`src/rtl/rotor_stepper.sv`:
```
// rotor_stepper: front stage of the Enigma datapath.
//
// Accepts one ASCII key per handshake, advances the left/middle/right rotor
// positions with Enigma double-stepping, and presents the key as a 26-bit
// one-hot vector. The vector is pre-rotated by the new right-rotor position and
// feeds the right rotor's f_in.
//
// Build option:
//   ENIGMA_LOWERCASE_EN  when defined, 'a'..'z' are accepted and mapped to
//                        'A'..'Z'. Otherwise they are rejected like any other
//                        non-letter.
//
// Parameters:
//   NOTCH_R    ASCII turnover letter of the right rotor (default "V", rotor III)
//   NOTCH_M    ASCII turnover letter of the middle rotor (default "E", rotor II)
//   NOTCH_L    ASCII turnover letter of the left rotor (default "Q", rotor I).
//              It has no stepping effect and is only range-checked here.
//
// Ports:
//   clk         in   system clock, rising edge
//   reset       in   asynchronous, active-high reset
//   load        in   load start positions from load_pos (honoured in IDLE only)
//   load_pos    in   {L[14:10], M[9:5], R[4:0]}, 0..25 = A..Z; >25 loads 0
//   key_valid   in   key_char valid
//   key_char    in   ASCII key
//   key_ready   out  stepper can accept a key (IDLE and not loading)
//   key_err     out  1-cycle pulse: accepted key was not a letter
//   out_valid   out  out_onehot valid
//   out_ready   in   downstream consumes out_onehot
//   out_onehot  out  bit ((letter + pos_r) mod 26) set
//   pos_l/m/r   out  current rotor positions, 0..25

module rotor_stepper #(
  parameter logic [7:0] NOTCH_R = 8'h56,
  parameter logic [7:0] NOTCH_M = 8'h45,
  parameter logic [7:0] NOTCH_L = 8'h51
) (
  input  logic        clk,
  input  logic        reset,
  input  logic        load,
  input  logic [14:0] load_pos,
  input  logic        key_valid,
  input  logic [7:0]  key_char,
  output logic        key_ready,
  output logic        key_err,
  output logic        out_valid,
  input  logic        out_ready,
  output logic [25:0] out_onehot,
  output logic [4:0]  pos_l,
  output logic [4:0]  pos_m,
  output logic [4:0]  pos_r
);

  localparam logic [1:0] StIdle = 2'd0;
  localparam logic [1:0] StStep = 2'd1;
  localparam logic [1:0] StOut  = 2'd2;

  localparam logic [4:0] NotchRIdx = 5'(NOTCH_R - 8'h41);
  localparam logic [4:0] NotchMIdx = 5'(NOTCH_M - 8'h41);

  // Reject notch letters outside 'A'..'Z' at elaboration time.
  if (NOTCH_R < 8'h41 || NOTCH_R > 8'h5a || NOTCH_M < 8'h41 || NOTCH_M > 8'h5a ||
      NOTCH_L < 8'h41 || NOTCH_L > 8'h5a) begin : g_bad_notch
    $error("rotor_stepper: notch parameters must be ASCII 'A'..'Z'");
  end

  function automatic logic [4:0] step_pos(input logic [4:0] p);
    return (p == 5'd25) ? 5'd0 : p + 5'd1;
  endfunction

  function automatic logic [4:0] clamp_pos(input logic [4:0] p);
    return (p > 5'd25) ? 5'd0 : p;
  endfunction

  logic [1:0]  state_q, state_d;
  logic [4:0]  pos_l_q, pos_l_d;
  logic [4:0]  pos_m_q, pos_m_d;
  logic [4:0]  pos_r_q, pos_r_d;
  logic [4:0]  idx_q, idx_d;
  logic        key_err_q, key_err_d;
  logic        out_valid_q, out_valid_d;
  logic [25:0] out_onehot_q, out_onehot_d;

  // Key decode
  logic       is_upper;
  logic       is_letter;
  logic [4:0] letter_idx;

  assign is_upper = (key_char >= 8'h41) && (key_char <= 8'h5a);

`ifdef ENIGMA_LOWERCASE_EN
  logic is_lower;
  assign is_lower   = (key_char >= 8'h61) && (key_char <= 8'h7a);
  assign is_letter  = is_upper || is_lower;
  assign letter_idx = is_upper ? 5'(key_char - 8'h41) : 5'(key_char - 8'h61);
`else
  assign is_letter  = is_upper;
  assign letter_idx = 5'(key_char - 8'h41);
`endif

  // Stepping, all from pre-step positions
  logic       mid_turn;
  logic       right_turn;
  logic [4:0] new_r;
  logic [5:0] sum_raw;
  logic [4:0] onehot_idx;

  assign mid_turn   = (pos_m_q == NotchMIdx);
  assign right_turn = (pos_r_q == NotchRIdx);
  assign new_r      = step_pos(pos_r_q);
  // idx and new_r are both <= 25, so one conditional subtract brings the sum into range.
  assign sum_raw    = {1'b0, idx_q} + {1'b0, new_r};
  assign onehot_idx = (sum_raw >= 6'd26) ? 5'(sum_raw - 6'd26) : sum_raw[4:0];

  always_comb begin
    state_d      = state_q;
    pos_l_d      = pos_l_q;
    pos_m_d      = pos_m_q;
    pos_r_d      = pos_r_q;
    idx_d        = idx_q;
    key_err_d    = 1'b0;
    out_valid_d  = out_valid_q;
    out_onehot_d = out_onehot_q;
    case (state_q)
      StIdle: begin
        if (load) begin
          pos_l_d = clamp_pos(load_pos[14:10]);
          pos_m_d = clamp_pos(load_pos[9:5]);
          pos_r_d = clamp_pos(load_pos[4:0]);
        end else if (key_valid) begin
          if (is_letter) begin
            idx_d   = letter_idx;
            state_d = StStep;
          end else begin
            key_err_d = 1'b1;
          end
        end
      end
      StStep: begin
        pos_r_d = new_r;
        // Middle rotor double-steps: it moves on its own notch as well as on
        // the right rotor's.
        if (right_turn || mid_turn) pos_m_d = step_pos(pos_m_q);
        if (mid_turn) pos_l_d = step_pos(pos_l_q);
        out_onehot_d = 26'd1 << onehot_idx;
        out_valid_d  = 1'b1;
        state_d      = StOut;
      end
      StOut: begin
        if (out_ready) begin
          out_valid_d  = 1'b0;
          out_onehot_d = '0;
          state_d      = StIdle;
        end
      end
      default: state_d = StIdle;
    endcase
  end

  always_ff @(posedge clk or posedge reset) begin
    if (reset) begin
      state_q      <= StIdle;
      pos_l_q      <= '0;
      pos_m_q      <= '0;
      pos_r_q      <= '0;
      idx_q        <= '0;
      key_err_q    <= 1'b0;
      out_valid_q  <= 1'b0;
      out_onehot_q <= '0;
    end else begin
      state_q      <= state_d;
      pos_l_q      <= pos_l_d;
      pos_m_q      <= pos_m_d;
      pos_r_q      <= pos_r_d;
      idx_q        <= idx_d;
      key_err_q    <= key_err_d;
      out_valid_q  <= out_valid_d;
      out_onehot_q <= out_onehot_d;
    end
  end

  // Held low during reset so nothing is taken while the block is being cleared.
  assign key_ready  = (state_q == StIdle) && !load && !reset;
  assign key_err    = key_err_q;
  assign out_valid  = out_valid_q;
  assign out_onehot = out_onehot_q;
  assign pos_l      = pos_l_q;
  assign pos_m      = pos_m_q;
  assign pos_r      = pos_r_q;

endmodule
```
`config.mk`:
```
export PLATFORM = sky130hd
export DESIGN_NAME = rotor_stepper
export DESIGN_NICKNAME = d
export VERILOG_FILES = /design/src/rtl/rotor_stepper.sv
export SDC_FILE = /design/constraint.sdc
export NUM_CORES = 1
export LEC_CHECK = 0
export CORE_ASPECT_RATIO = 1.75
export CORE_UTILIZATION = 47
export CTS_BUF_LIST = sky130_fd_sc_hd__clkbuf_4 sky130_fd_sc_hd__clkbuf_8
export DETAILED_ROUTE_END_ITERATION = 12
export PLACE_DENSITY = 0.79
export RECOVER_POWER = 25
export REMOVE_ABC_BUFFERS = 1
export SLEW_MARGIN = 25
export SYNTH_ARGS = -nofsm -noshare
export SYNTH_HDL_FRONTEND = slang
export SYNTH_SLANG_ARGS = --single-unit
```
`constraint.sdc`:
```
create_clock -name clk -period 3.5 [get_ports clk]
set_input_delay 0.875 -clock clk [delete_from_list [all_inputs] [get_ports clk]]
set_output_delay 0.875 -clock clk [all_outputs]
set_load 0.01 [all_outputs]
```
After elaboration in Yosys (flattened, before gate mapping):

Cells that the tools add are included.

* word-level logic and storage cells: 79
* flip-flop bits (word level): 50
* input port bits: 28

* shift operators: 1
* bitwise logic cells: 1
* mux-type cells: 28
* reduce and logical (&&, ||, !) cells: 15
* eq/ne operators: 14
* $lt $le $gt $ge: 6
* add/sub/neg operators: 6

Operators by type and width (count)
* $mux 5: 12
* $pmux 26 s2: 1
* $pmux 5 s2: 3
* $mux 26: 1
* $shl 1x5->26 const A: 1
* $eq 5x5->1 const B: 4
* $add 5x1->5 const B: 3
* $gt 5x5->1 const B: 3
* $ne 2x2->1 const B: 7
* $ge 8x7->1 const B: 1
* $le 8x7->1 const B: 1
* $mux 2: 4
* $reduce_and 4->1: 2
* $add 5x5->6: 1
* $ge 6x5->1 const B: 1
* $pmux 2 s3: 1
* $reduce_and 3->1: 2
* $eq 5x3->1 const B: 1
* $mux 1: 5
* $sub 5x1->5 const B: 1
* $sub 5x5->5 const B: 1
* $reduce_and 2->1: 2
* $reduce_bool 2->1: 2
* $logic_and 1x1->1: 3
* other kinds (7): 8

Logic depth before layout (Yosys ltp):

* word-level depth: 7
* depth in mapped cells: 14
* gate-level depth less buffers: 13

Least setup slack after synthesis:

No wires, ideal clock.

* path type: reg-to-reg
* start: register pos_r_q[1] (netlist: pos_r[1])
* end: register out_onehot_q[10] (netlist: out_onehot[10])
* arrival: 3287 ps
* data required time: 3390 ps
* setup slack: 103 ps
* clock period less this slack: 3397 ps
* path buffers: 2
* stages on the path, launching flop included: 14
* cell sequence: dfrtp_1 inv_1 ha_1 and4b_1 nor2_1 ha_1 fa_1 buf_2 inv_1 ha_1 buf_1 or2_2 o221a_2 o41ai_1

* longest elaborated chain between the ends: 7
* elaborated cells between the ends (all ways): 9
* those cells by class: add/sub: 3; order compare: 1; eq/ne: 1; shift: 1; mux: 3

RTL lines
* from (decl): RTL line 78 `logic [4:0] pos_r_q, pos_r_d;`
* from (signal assigned): RTL line 174 `pos_r_q <= pos_r_d;`
* $add 5x1->5 or $eq 5x5->1 (tied branches): RTL line 68 `return (p == 5'd25) ? 5'd0 : p + 5'd1;`
* $mux 5 *: RTL line 68
* $add 5x5->6 *: RTL line 112 `assign sum_raw = {1'b0, idx_q} + {1'b0, new_r};`
* $sub 5x5->5 or $ge 6x5->1 (tied branches): RTL line 113 `assign onehot_idx = (sum_raw >= 6'd26) ? 5'(sum_raw - 6'd26) : sum_raw[4:0];`
* $mux 5 *: RTL line 113
* $shl 1x5->26 *: RTL line 145 `out_onehot_d = 26'd1 << onehot_idx;`
* $pmux 26 s2 *: RTL line 124 `case (state_q)`
* to (signal assigned): RTL line 178 `out_onehot_q <= out_onehot_d;`
* to (decl): RTL line 82 `logic [25:0] out_onehot_q, out_onehot_d;`

Mark *: on every way between the ends. The rest lies on a longest branch, timed or not.
A chain may end at the register's enable or synchronous reset.

Worst setup path in the final report:

* start: register pos_r_q[1] (netlist: pos_r[1])
* end: register out_onehot_q[14] (netlist: out_onehot[14])

The elaborated chain is that of the path after synthesis.

==> key figures <==
Timing
  – Worst-margin pin slew: 1849 ps
  – # setup viols final: 0
  – Hold slack: 501.1 ps
  – Final period util: 0.9775
  – Max Slew Vio Count: 51
  – Tmin final: about 3400 ps
  – Clock Skews: 10.29 ps
  – Slew headroom: -0.2342
  – Fmax: 292.3 MHz
  – Final Hold Fails: 0

Critical path
  – Worst path required time: approximately 3700 ps
  – Max FO, Critical Path: 8
  – Crit-path cells: inv_1, ha_1, and4b_2, nor2_1, ha_1, fa_2, clkinvlp_4, ha_4, or2_2, o221a_2, o41ai_1
  – CP dominant cell by count: ha_1
  – Worst setup SP type: register
  – Kind of critical path: reg -> reg
  – Worst Setup SP: pos_r[1]$_DFFE_PP0P_
  – Slowest stage delay, CP: a little under 600 ps
  – Crit path max-delay cell type: fa_2
  – Crit path capture type: register
  – CP arrival: 3620 ps
  – RR Startpoint: pos_r[1]$_DFFE_PP0P_

Synthesis
  – Cells after synthesis: roughly 320
  – Synthesized area per cell: roughly 10 um2
  – Largest cells by area after synthesis: dfrtp_1 (40%), ha_1 (6.4%), a32o_1 (5.7%)
  – Post-synth ARST share: 1.000
  – Sequential fraction of the synthesis area: 0.3970
  – Seq cells post-synth: 50
  – Number of flops mapped to enable cells by yosys: 0
  – Unique masters post-synth: 70
  – Yosys top cell area share: 0.3970
  – Post-Syn Area: 3152 um2
  – Commonest cells post-synth: dfrtp_1 (50), nand2_1 (30), o21ai_0 (24), nor2_1 (20), a32o_1 (18)
  – Synthesis Warnings: 0
  – Count leader, synth: dfrtp_1
  – Main synth FF type: dfrtp_1
  – Post-synth top area cell: dfrtp_1

Run status
  – Status: finished with violations
  – Violated checks: capacitance limit, slew limit

Global route
  – Vias in the first global route: between 2k and 3k
  – Global-route wire length before repair: 12.54 mm
  – Pin count of the biggest net entering global routing: 51
  – Initial antenna violation count: 0
  – Gr ovfl total: 0
  – Total GRT Usage: 0.2268

Hold path
  – Worst Hold Class: reg -> reg
  – Worst Hold Launch: out_onehot[24]$_DFFE_PP0P_

CTS
  – Root buffer cell: clkbuf_8
  – Clk_lat worst skew: 310 ps
  – CTS tree: yes
  – CTS H-tree depth: 2
  – CTS Buf Count: 5
  – Clk sinks: 50
  – Clk pin slew, worst setup/hold paths: 100 ps
  – Clk buf depth: 2

Drt
  – Routed Antenna Nets: 0
  – Final wirelength: a little over 8 mm
  – Detailed router's first-iteration violation count: 134
  – Vias: 2899
  – Initial DRT Pass Iterations: 4
  – DRC viols: 0
  – Vias per std cell: 6.027
  – Avg WL per Cell: 16.77 um

Floorplanning
  – Core Footprint: around 6500 um2
  – Starting Density: 0.4856
  – Chip height: between 100 and 150 um
  – Die area: 7050 um2
  – Die width: 63.90 um
  – Io pins: 72
  – Site Rows: 39

Flow run
  – Max-cap viol count: 1

Place
  – I/O Buffers: 71
  – Placed Area: 3969 um2
  – HPWL Detailed: 6.052 mm
  – GPL Wtd Cong: 0.9567

Power and ir drop
  – Worst vdd ir: 0.5549 mV
  – Leakage power: 0.001761 uW
  – Pwr Density: 689.0 nW/um2

Layout
  – Fin area: 4131 um2
  – Diodes inserted: 0
  – Net count, final: 443
  – Area growth syn-to-layout: 31.08%
  – Layout cells sized above 1: 0.1303
[cell families (layout without fill, tap and decap cells)]
kind of cell             Yosys count  count (layout)  synth area share
adder cells (fa/ha/maj)           17              17           0.06987
XOR/XNOR                          11              11           0.03732
multiplexers                       8               8           0.02977
AO/OA/AOI/OAI                    112             112            0.2747
AND/OR/NAND/NOR                   96              96            0.1532
buffers and inverters             29             105           0.03811
flip-flops                        50              50            0.3970
[layout by cell type, fill, tap and decap left out, types with 3 or more instances in the layout]
cell              n
o21a_1            4
nand2b_1          5
dfrtp_1          50
a21o_1            3
nand2_1          30
xnor2_1           4
nor2b_1           4
o211ai_1          4
o31ai_1           4
clkdlybuf4s50_1  70
nor3_1            5
clkbuf_8          5
nand3_1           8
a221o_1           3
a32oi_1           3
xor2_1            5
a21oi_1          15
o21ai_0          24
or2_2             4
nor3b_1           3
nand4b_1          3
ha_1             15
o41ai_2           3
inv_1            14
and3_1            3
mux2_2            5
nor2_1           20
o22ai_1           3
a32o_1           18
buf_4            10
[where the power goes]
| group | internal (uW) | switching (uW) |
|---|---|---|
| sequential | 669 | 80.9 |
| combinational | 766 | 986 |
| clock | 144 | 201 |
[critical path, delay by kind of cell, from the launching register on]
kind                     cells  cell delay [ps]
flip-flops                   1              430
AO/OA/AOI/OAI                2              750
buffers and inverters        2              250
adder cells (fa/ha/maj)      4             1230
AND/OR/NAND/NOR              3              660
[metal layers]
layer	wire [um]	share of wire	global-route usage
met5	0	0	0
met3	217	0.027	0.02058
met2	4526	0.56	0.4316
met4	211	0.026	0.1169
met1	3113	0.39	0.2452
[through the flow]
step             util  TNS, ps  total power, uW  cells  worst slack, ps
2_1_floorplan       -        0             1836    310            132.7
3_3_place_gp   0.6115        0             2316    471            194.6
3_5_place_dp   0.6115        0             2351    471            44.99
4_1_cts        0.6260        0             2698    479            21.29
5_1_grt        0.6366   -152.9             3008    481           -103.7
6_report       0.6366        0             2846    481            78.64
[registers in the layout, summed over array words and instances (netlist names)]
register	count
idx_q	5
key_err	1
out_onehot	26
out_valid	1
pos_l	5
pos_m	5
pos_r	5
state_q	2
[layout make-up]
| class | instances | area [um2] |
|---|---|---|
| fill | 550 | 2359 |
| multi-input combinational | 244 | 1834 |
| sequential | 50 | 1251 |
| timing repair buffer | 81 | 785.8 |
| tap | 82 | 102.6 |
| clock buffer | 5 | 68.82 |
| inverter | 16 | 63.81 |
| clock inverter | 3 | 25.02 |
[worst paths after layout]
check | end | slack, ps | depth (start not counted)
max | out_onehot[14]$_DFFE_PP0P_ | 80 | 11
min | out_onehot[24]$_DFFE_PP0P_ | 500 | 1
max reg2reg | out_onehot[14]$_DFFE_PP0P_ | 80 | 11
min reg2reg | out_onehot[24]$_DFFE_PP0P_ | 500 | 1
max in group asynchronous | out_onehot[6]$_DFFE_PP0P_ | 790 | 2
min in group asynchronous | pos_m[0]$_DFFE_PP0P_ | 1630 | 2
[what timing repair did]
item | in CTS | in global routing
setup endpoints to repair | 0 | 24
endpoints found under the hold margin | 0 | 0
hold buffers | 0 | 0
resized for setup | 0 | 10
setup buffers | 0 | 2
No activity file was read; power rests on OpenSTA's default activity.
